[config.mk]
export PLATFORM = sky130hd
export DESIGN_NAME = muldiv_hilo_unit_flat
export DESIGN_NICKNAME = d
export VERILOG_FILES = /design/src/rtl/muldiv_hilo_unit_pkg.sv /design/src/rtl/muldiv_hilo_unit_if.sv /design/src/rtl/muldiv_divider.sv /design/src/rtl/muldiv_hilo_unit.sv /design/src/flat_wrapper.sv
export SDC_FILE = /design/constraint.sdc
export NUM_CORES = 2
export LEC_CHECK = 0
export CORE_MARGIN = 4
export CORE_UTILIZATION = 50
export DETAILED_ROUTE_END_ITERATION = 10
export GPL_ROUTABILITY_DRIVEN = 0
export HOLD_SLACK_MARGIN = 0.05
export PLACE_DENSITY = 0.79
export SYNTH_ARGS = -nofsm -noshare
export SYNTH_HDL_FRONTEND = slang
export SYNTH_SLANG_ARGS = --single-unit
[constraint.sdc]
create_clock -name clk -period 9.6 [get_ports clk]
set_input_delay 2.4 -clock clk [delete_from_list [all_inputs] [get_ports clk]]
set_output_delay 2.4 -clock clk [all_outputs]
set_load 0.01 [all_outputs]
[src/rtl/muldiv_hilo_unit_pkg.sv]
// muldiv_hilo_unit shared definitions:
// op encodings, FSM states, cycle defaults.
package muldiv_hilo_unit_pkg;

  localparam int MUL_CYCLES_DEF = 4;
  localparam int DIV_CYCLES_DEF = 33;

  typedef enum logic [2:0] {
    MD_NONE  = 3'd0,
    MD_MULT  = 3'd1,
    MD_MULTU = 3'd2,
    MD_DIV   = 3'd3,
    MD_DIVU  = 3'd4,
    MD_MTHI  = 3'd5,
    MD_MTLO  = 3'd6,
    MD_NOP7  = 3'd7
  } md_op_e;

  typedef enum logic {
    ST_IDLE = 1'b0,
    ST_BUSY = 1'b1
  } md_state_e;

  function automatic logic [31:0] abs32(
    input logic [31:0] v,
    input logic        sgn
  );
    return (sgn && v[31]) ? -v : v;
  endfunction

endpackage

[src/rtl/muldiv_hilo_unit_if.sv]
// EX-stage bundle between the pipeline
// and the mul/div HI/LO unit.
interface muldiv_hilo_unit_if;
  logic [2:0]  EX_MulDivOp;
  logic        EX_ReadHiLo;
  logic [31:0] EX_Databus1;
  logic [31:0] EX_Databus2;
  logic        Stall;
  logic        Busy;
  logic [31:0] HI;
  logic [31:0] LO;

  modport master (
    output EX_MulDivOp, EX_ReadHiLo,
    output EX_Databus1, EX_Databus2,
    input  Stall, Busy, HI, LO
  );

  modport slave (
    input  EX_MulDivOp, EX_ReadHiLo,
    input  EX_Databus1, EX_Databus2,
    output Stall, Busy, HI, LO
  );
endinterface

[src/rtl/muldiv_divider.sv]
// Iterative restoring divider: one quotient
// bit per cycle, sign-fix on the outputs.
module muldiv_divider
  import muldiv_hilo_unit_pkg::*;
(
  input  logic        clk,
  input  logic        rst_n,
  input  logic        start_i,
  input  logic [31:0] a_i,
  input  logic [31:0] b_i,
  input  logic        sgn_i,
  output logic [31:0] q_o,
  output logic [31:0] r_o,
  output logic        done_o
);

  logic [31:0] rem_q, quo_q, dvs_q;
  logic [31:0] rem_d, quo_d;
  logic        negq_q, negr_q;
  logic [5:0]  iter_q;
  logic [32:0] part, diff;

  // one restoring step on the current partial remainder
  always_comb begin
    part  = {rem_q, quo_q[31]};
    diff  = part - {1'b0, dvs_q};
    rem_d = part[31:0];
    quo_d = {quo_q[30:0], 1'b0};
    if (!diff[32]) begin
      rem_d = diff[31:0];
      quo_d = {quo_q[30:0], 1'b1};
    end
  end

  // load magnitudes on start, then iterate 32 times
  always_ff @(posedge clk or negedge rst_n) begin
    if (!rst_n) begin
      rem_q  <= '0;
      quo_q  <= '0;
      dvs_q  <= '0;
      negq_q <= 1'b0;
      negr_q <= 1'b0;
      iter_q <= '0;
    end else if (start_i) begin
      rem_q  <= '0;
      quo_q  <= abs32(a_i, sgn_i);
      dvs_q  <= abs32(b_i, sgn_i);
      negq_q <= sgn_i & (a_i[31] ^ b_i[31]);
      negr_q <= sgn_i & a_i[31];
      iter_q <= 6'd32;
    end else if (iter_q != '0) begin
      rem_q  <= rem_d;
      quo_q  <= quo_d;
      iter_q <= iter_q - 6'd1;
    end
  end

  assign q_o    = negq_q ? -quo_q : quo_q;
  assign r_o    = negr_q ? -rem_q : rem_q;
  assign done_o = (iter_q == '0);

endmodule

[src/rtl/muldiv_hilo_unit.sv]
// EX-stage MULT/DIV engine with HI/LO and
// hazard stall for HI/LO users in flight.
module muldiv_hilo_unit
  import muldiv_hilo_unit_pkg::*;
#(
  parameter int MUL_CYCLES = MUL_CYCLES_DEF,
  parameter int DIV_CYCLES = DIV_CYCLES_DEF
) (
  input  logic clk,
  input  logic reset,
  muldiv_hilo_unit_if.slave bus
);

  localparam int MAXC =
    (MUL_CYCLES > DIV_CYCLES) ? MUL_CYCLES : DIV_CYCLES;
  localparam int CW = $clog2(MAXC + 1);

  md_state_e   state_q;
  logic [CW-1:0] cnt_q;
  logic [31:0] a_q, b_q, hi_q, lo_q;
  logic        sgn_q, is_div_q;
  md_op_e      op;
  logic        idle, is_md, is_dv, div_start;
  logic [31:0] dq, dr;
  logic        div_done;
  logic [63:0] a64, b64, prod, res;

  assign op    = md_op_e'(bus.EX_MulDivOp);
  assign idle  = (state_q == ST_IDLE);
  assign is_md = op inside {MD_MULT, MD_MULTU,
                            MD_DIV, MD_DIVU};
  assign is_dv = op inside {MD_DIV, MD_DIVU};
  assign div_start = idle && is_dv;

  muldiv_divider u_div (
    .clk    (clk),
    .rst_n  (reset),
    .start_i(div_start),
    .a_i    (bus.EX_Databus1),
    .b_i    (bus.EX_Databus2),
    .sgn_i  (op == MD_DIV),
    .q_o    (dq),
    .r_o    (dr),
    .done_o (div_done)
  );

  assign a64  = {{32{sgn_q & a_q[31]}}, a_q};
  assign b64  = {{32{sgn_q & b_q[31]}}, b_q};
  assign prod = a64 * b64;
  assign res  = is_div_q ? {dr, dq} : prod;

  // issue, count down, retire into HI/LO
  always_ff @(posedge clk or negedge reset) begin
    if (!reset) begin
      state_q  <= ST_IDLE;
      cnt_q    <= '0;
      a_q      <= '0;
      b_q      <= '0;
      sgn_q    <= 1'b0;
      is_div_q <= 1'b0;
      hi_q     <= '0;
      lo_q     <= '0;
    end else begin
      unique case (state_q)
        ST_IDLE: begin
          unique case (1'b1)
            is_md: begin
              a_q      <= bus.EX_Databus1;
              b_q      <= bus.EX_Databus2;
              sgn_q    <= (op == MD_MULT) ||
                          (op == MD_DIV);
              is_div_q <= is_dv;
              cnt_q    <= is_dv ? CW'(DIV_CYCLES)
                                : CW'(MUL_CYCLES);
              state_q  <= ST_BUSY;
            end
            (op == MD_MTHI): hi_q <= bus.EX_Databus1;
            (op == MD_MTLO): lo_q <= bus.EX_Databus1;
            default: ;
          endcase
        end
        ST_BUSY: begin
          cnt_q <= cnt_q - CW'(1);
          if (cnt_q == CW'(1) &&
              (!is_div_q || div_done)) begin
            {hi_q, lo_q} <= res;
            state_q      <= ST_IDLE;
          end
        end
        default: state_q <= ST_IDLE;
      endcase
    end
  end

  assign bus.Stall = !idle &&
    (bus.EX_ReadHiLo || (op inside {MD_MULT, MD_MULTU,
      MD_DIV, MD_DIVU, MD_MTHI, MD_MTLO}));
  assign bus.Busy = !idle;
  assign bus.HI   = hi_q;
  assign bus.LO   = lo_q;

endmodule
[src/flat_wrapper.sv]
// flat-port wrapper written by rule: the top's interface ports become plain ports
module muldiv_hilo_unit_flat import muldiv_hilo_unit_pkg::*;
#(
  parameter int MUL_CYCLES = MUL_CYCLES_DEF,
  parameter int DIV_CYCLES = DIV_CYCLES_DEF
)
  (clk, reset, bus_EX_MulDivOp, bus_EX_ReadHiLo, bus_EX_Databus1, bus_EX_Databus2, bus_Stall, bus_Busy, bus_HI, bus_LO);
  muldiv_hilo_unit_if bus_i ();
  input  logic clk;
  input  logic reset;
  input wire logic [$bits(bus_i.EX_MulDivOp)-1:0] bus_EX_MulDivOp;
  input wire logic [$bits(bus_i.EX_ReadHiLo)-1:0] bus_EX_ReadHiLo;
  input wire logic [$bits(bus_i.EX_Databus1)-1:0] bus_EX_Databus1;
  input wire logic [$bits(bus_i.EX_Databus2)-1:0] bus_EX_Databus2;
  output wire logic [$bits(bus_i.Stall)-1:0] bus_Stall;
  output wire logic [$bits(bus_i.Busy)-1:0] bus_Busy;
  output wire logic [$bits(bus_i.HI)-1:0] bus_HI;
  output wire logic [$bits(bus_i.LO)-1:0] bus_LO;
  assign bus_i.EX_MulDivOp = bus_EX_MulDivOp;
  assign bus_i.EX_ReadHiLo = bus_EX_ReadHiLo;
  assign bus_i.EX_Databus1 = bus_EX_Databus1;
  assign bus_i.EX_Databus2 = bus_EX_Databus2;
  assign bus_Stall = bus_i.Stall;
  assign bus_Busy = bus_i.Busy;
  assign bus_HI = bus_i.HI;
  assign bus_LO = bus_i.LO;
  muldiv_hilo_unit #(.MUL_CYCLES(MUL_CYCLES), .DIV_CYCLES(DIV_CYCLES)) u_core (.clk(clk), .reset(reset), .bus(bus_i));
endmodule
==> impl_metrics.csv <==
group,metric,value,unit
critical_path,arrival,9420,ps
route,drtIter0Drc,3885,
synthesis,yosysMostFrequentCell,"inv_1",
critical_path,critPathTopFamily,"adder cells",
critical_path,path_common_cell,"fa_1",
sta,hold_viol,0,
global_routing,antenna_found_initial,1,
clock_network,numCtsBuffers,25,
route,vias,41750,
final_layout,utilization,0.540,
synthesis,ys_top_cells_by_area,"fa_1, dfrtp_1, inv_1, nand2_1, ha_1",
critical_path,end_kind,"flop",
final_layout,finalNetCount,7252,
run,drv_cap,0,
worst_hold_path,hp-class,"reg2reg",
sta,worstMarginPinSlew,1480,ps
floorplan,rows,118,
synthesis,syn_area,52800,um2
global_routing,grt_pass1_wl,247,mm
route,antenna_left,0,
clock_network,cts_tree,"built",
synthesis,synthFlopType,"dfrtp_1",
global_routing,grt-ovfl-total,0,
sta,skew,17.2,ps
sta,setup_violations,0,
synthesis,synth_common_cells,"inv_1, fa_1, nand2_1",
clock_network,cts.htree.levels,1,
synthesis,synth.largest_area_cell,"fa_1",
sta,relSlewSlack,0.0133,
clock_network,post_cts_resized,0,
sta,clock.fmax,111,MHz
floorplan,start_util,0.506,
floorplan,coreArea,104000,um2
clock_network,holdBufCountCts,0,
final_layout,multiInputGateArea,41100,um2
route,dr.pass1.iters,6,
floorplan,die_x,333,um
floorplan,die_area,111000,um2
synthesis,yosysTopAreaCellShare,0.427,
clock_network,clk_latency,570,ps
critical_path,path_max_fanout,26,
clock_network,clk_pin_slew,70,ps
clock_network,post_cts_buffers,0,
global_routing,grt_pass1_vias,45159,
sta,hold_ws,477,ps
global_routing,grt_max_degree,168,
critical_path,criticalPathCategory,"reg2reg",
floorplan,die_h,333,um
status,outcome,"finished clean",
sta,rsz0062_at_grt,"false",
clock_network,cts_root_buffer,"clkbuf_16",
sta,timing.setup.tns,0,ps
synthesis,ys_types,78,
critical_path,max_stage_delay,1320,ps
synthesis,avgSynthCellArea,8.98,um2
place,post_dp_cell_area,55400,um2
route,drc,0,
clock_network,cts.sinks,241,
place,port_buffers,135,
global_routing,track_usage,0.279,
place,dp_hpwl,121,mm
route,totalWireLength,152,mm
final_layout,seqCellArea,6040,um2
clock_network,clk_path_buf_depth,3,
critical_path,crit_required,10030,ps
synthesis,yosysSeqAreaShare,0.114,
synthesis,synth_warnings,0,
final_layout,n_fill_cell,8989,
synthesis,ys_ff_latch,241,
critical_path,crit_buf_inv,6,
floorplan,ios,136,
synthesis,syn_inst,5876,
synthesis,synth_edf_count,0,
sta,period_share,0.936,
synthesis,async_flop_share,1.00,
synthesis,syn_nets,7324,
route,wire_per_inst,21.1,um
sta,min_period,8990,ps
sta,slew_violations,0,
final_layout,fin_area,56300,um2
final_layout,area_growth,6.64,%
route,vias_per_cell,5.79,
critical_path,startpoint_type,"flop",
critical_path,cp_slowest_cell,"dfrtp_1",
final_layout,drive_above_1_share,0.0438,
cells in the final DEF, fill, tap and decap left out, types with 17 or more instances in the layout:
master,n
a211oi_1,27
a21o_1,52
a21oi_1,180
a31oi_1,47
and2_1,362
and3_1,39
buf_4,101
clkbuf_16,25
clkdlybuf4s50_1,134
dfrtp_1,233
fa_1,1126
ha_1,252
inv_1,1162
mux2_2,71
mux2i_1,39
nand2_1,955
nand3_1,23
nor2_1,176
nor2b_1,19
nor3_1,44
o211ai_1,27
o21a_1,17
o21ai_0,212
o31ai_1,27
or3_1,27
xnor2_1,142
xor2_1,76
layout make-up:
class                           instances  share of cell area
Tap cell                             1380              0.0307
Timing Repair Buffer                  238              0.0383
Clock inverter                         11             0.00247
Clock buffer                           33              0.0125
Antenna cell                            5            0.000222
Sequential cell                       241               0.107
Multi-Input combinational cell       4134               0.731
Inverter                             1164              0.0776
worst paths after layout:
path                                              start                                 end  slack [ps]  cells after the start
setup / recovery             u_core.a_q[22]$_DFFE_PN0P_       u_core.bus.HI[25]$_DFFE_PN0P_         610                     26
hold / removal             u_core.bus.HI[1]$_DFFE_PN0P_        u_core.bus.HI[1]$_DFFE_PN0P_         480                      2
setup reg to reg             u_core.a_q[22]$_DFFE_PN0P_       u_core.bus.HI[25]$_DFFE_PN0P_         610                     26
hold reg to reg            u_core.bus.HI[1]$_DFFE_PN0P_        u_core.bus.HI[1]$_DFFE_PN0P_         480                      2
max in group asynchronous                         reset          u_core.a_q[10]$_DFFE_PN0P_        6290                      2
min in group asynchronous                         reset  u_core.u_div.dvs_q[29]$_DFFE_PN0P_        1820                      1
metrics by stage:
stage / cells / worst slack [ps]
after floorplan: 5876 / 1590
after global placement: 7157 / 1030
after detailed placement: 7157 / 874
after CTS: 7201 / 870
after global routing: 7201 / 346
final: 7206 / 611
flip-flops by register name, indices dropped and copies added, names as in the netlist:
| register | cells |
|---|---|
| u_core.a_q | 32 |
| u_core.b_q | 32 |
| u_core.bus.HI | 32 |
| u_core.bus.LO | 32 |
| u_core.u_div.dvs_q | 32 |
| u_core.u_div.quo_q | 32 |
| u_core.u_div.rem_q | 32 |
| u_core.cnt_q | 6 |
| u_core.u_div.iter_q | 6 |
| u_core.bus.Busy | 1 |
| u_core.is_div_q | 1 |
| u_core.sgn_q | 1 |
| u_core.u_div.negq_q | 1 |
| u_core.u_div.negr_q | 1 |
worst register-to-register path, stage by stage, from the launching register on:
cell,delay [ps]
dfrtp_1,1320
buf_4,410
nand2_1,110
fa_1,490
fa_1,500
inv_1,50
fa_1,470
inv_1,60
fa_1,530
inv_1,50
fa_1,490
fa_1,460
fa_1,510
inv_1,40
fa_1,490
inv_1,50
ha_1,430
nand4_1,220
nor2_1,350
nand3_1,120
a211oi_1,380
o21ai_1,240
o21ai_0,300
a31oi_1,190
a22oi_1,220
xnor2_1,250
a21oi_1,130
kinds of logic after synthesis:
group / count (synthesis) / share of synthesized area
adder cells (fa/ha/maj): 1378 / 0.487
flip-flops: 241 / 0.114
XOR/XNOR: 219 / 0.0367
buffers and inverters: 1501 / 0.107
multiplexers: 110 / 0.0225
AND/OR/NAND/NOR: 1724 / 0.150
AO/OA/AOI/OAI: 703 / 0.0827
metal layers:
metal | global-route usage | vias up | part of all wire
met2 | 0.455 | 2314 | 0.47
met5 | 0 | - | 0
met3 | 0.0546 | 681 | 0.094
li1 | - | 17678 | -
met4 | 0.167 | 0 | 0.077
met1 | 0.346 | 21077 | 0.36
Power is not shown: default switching activity piles up to over one toggle a cycle in this logic, so the estimate is an artifact.
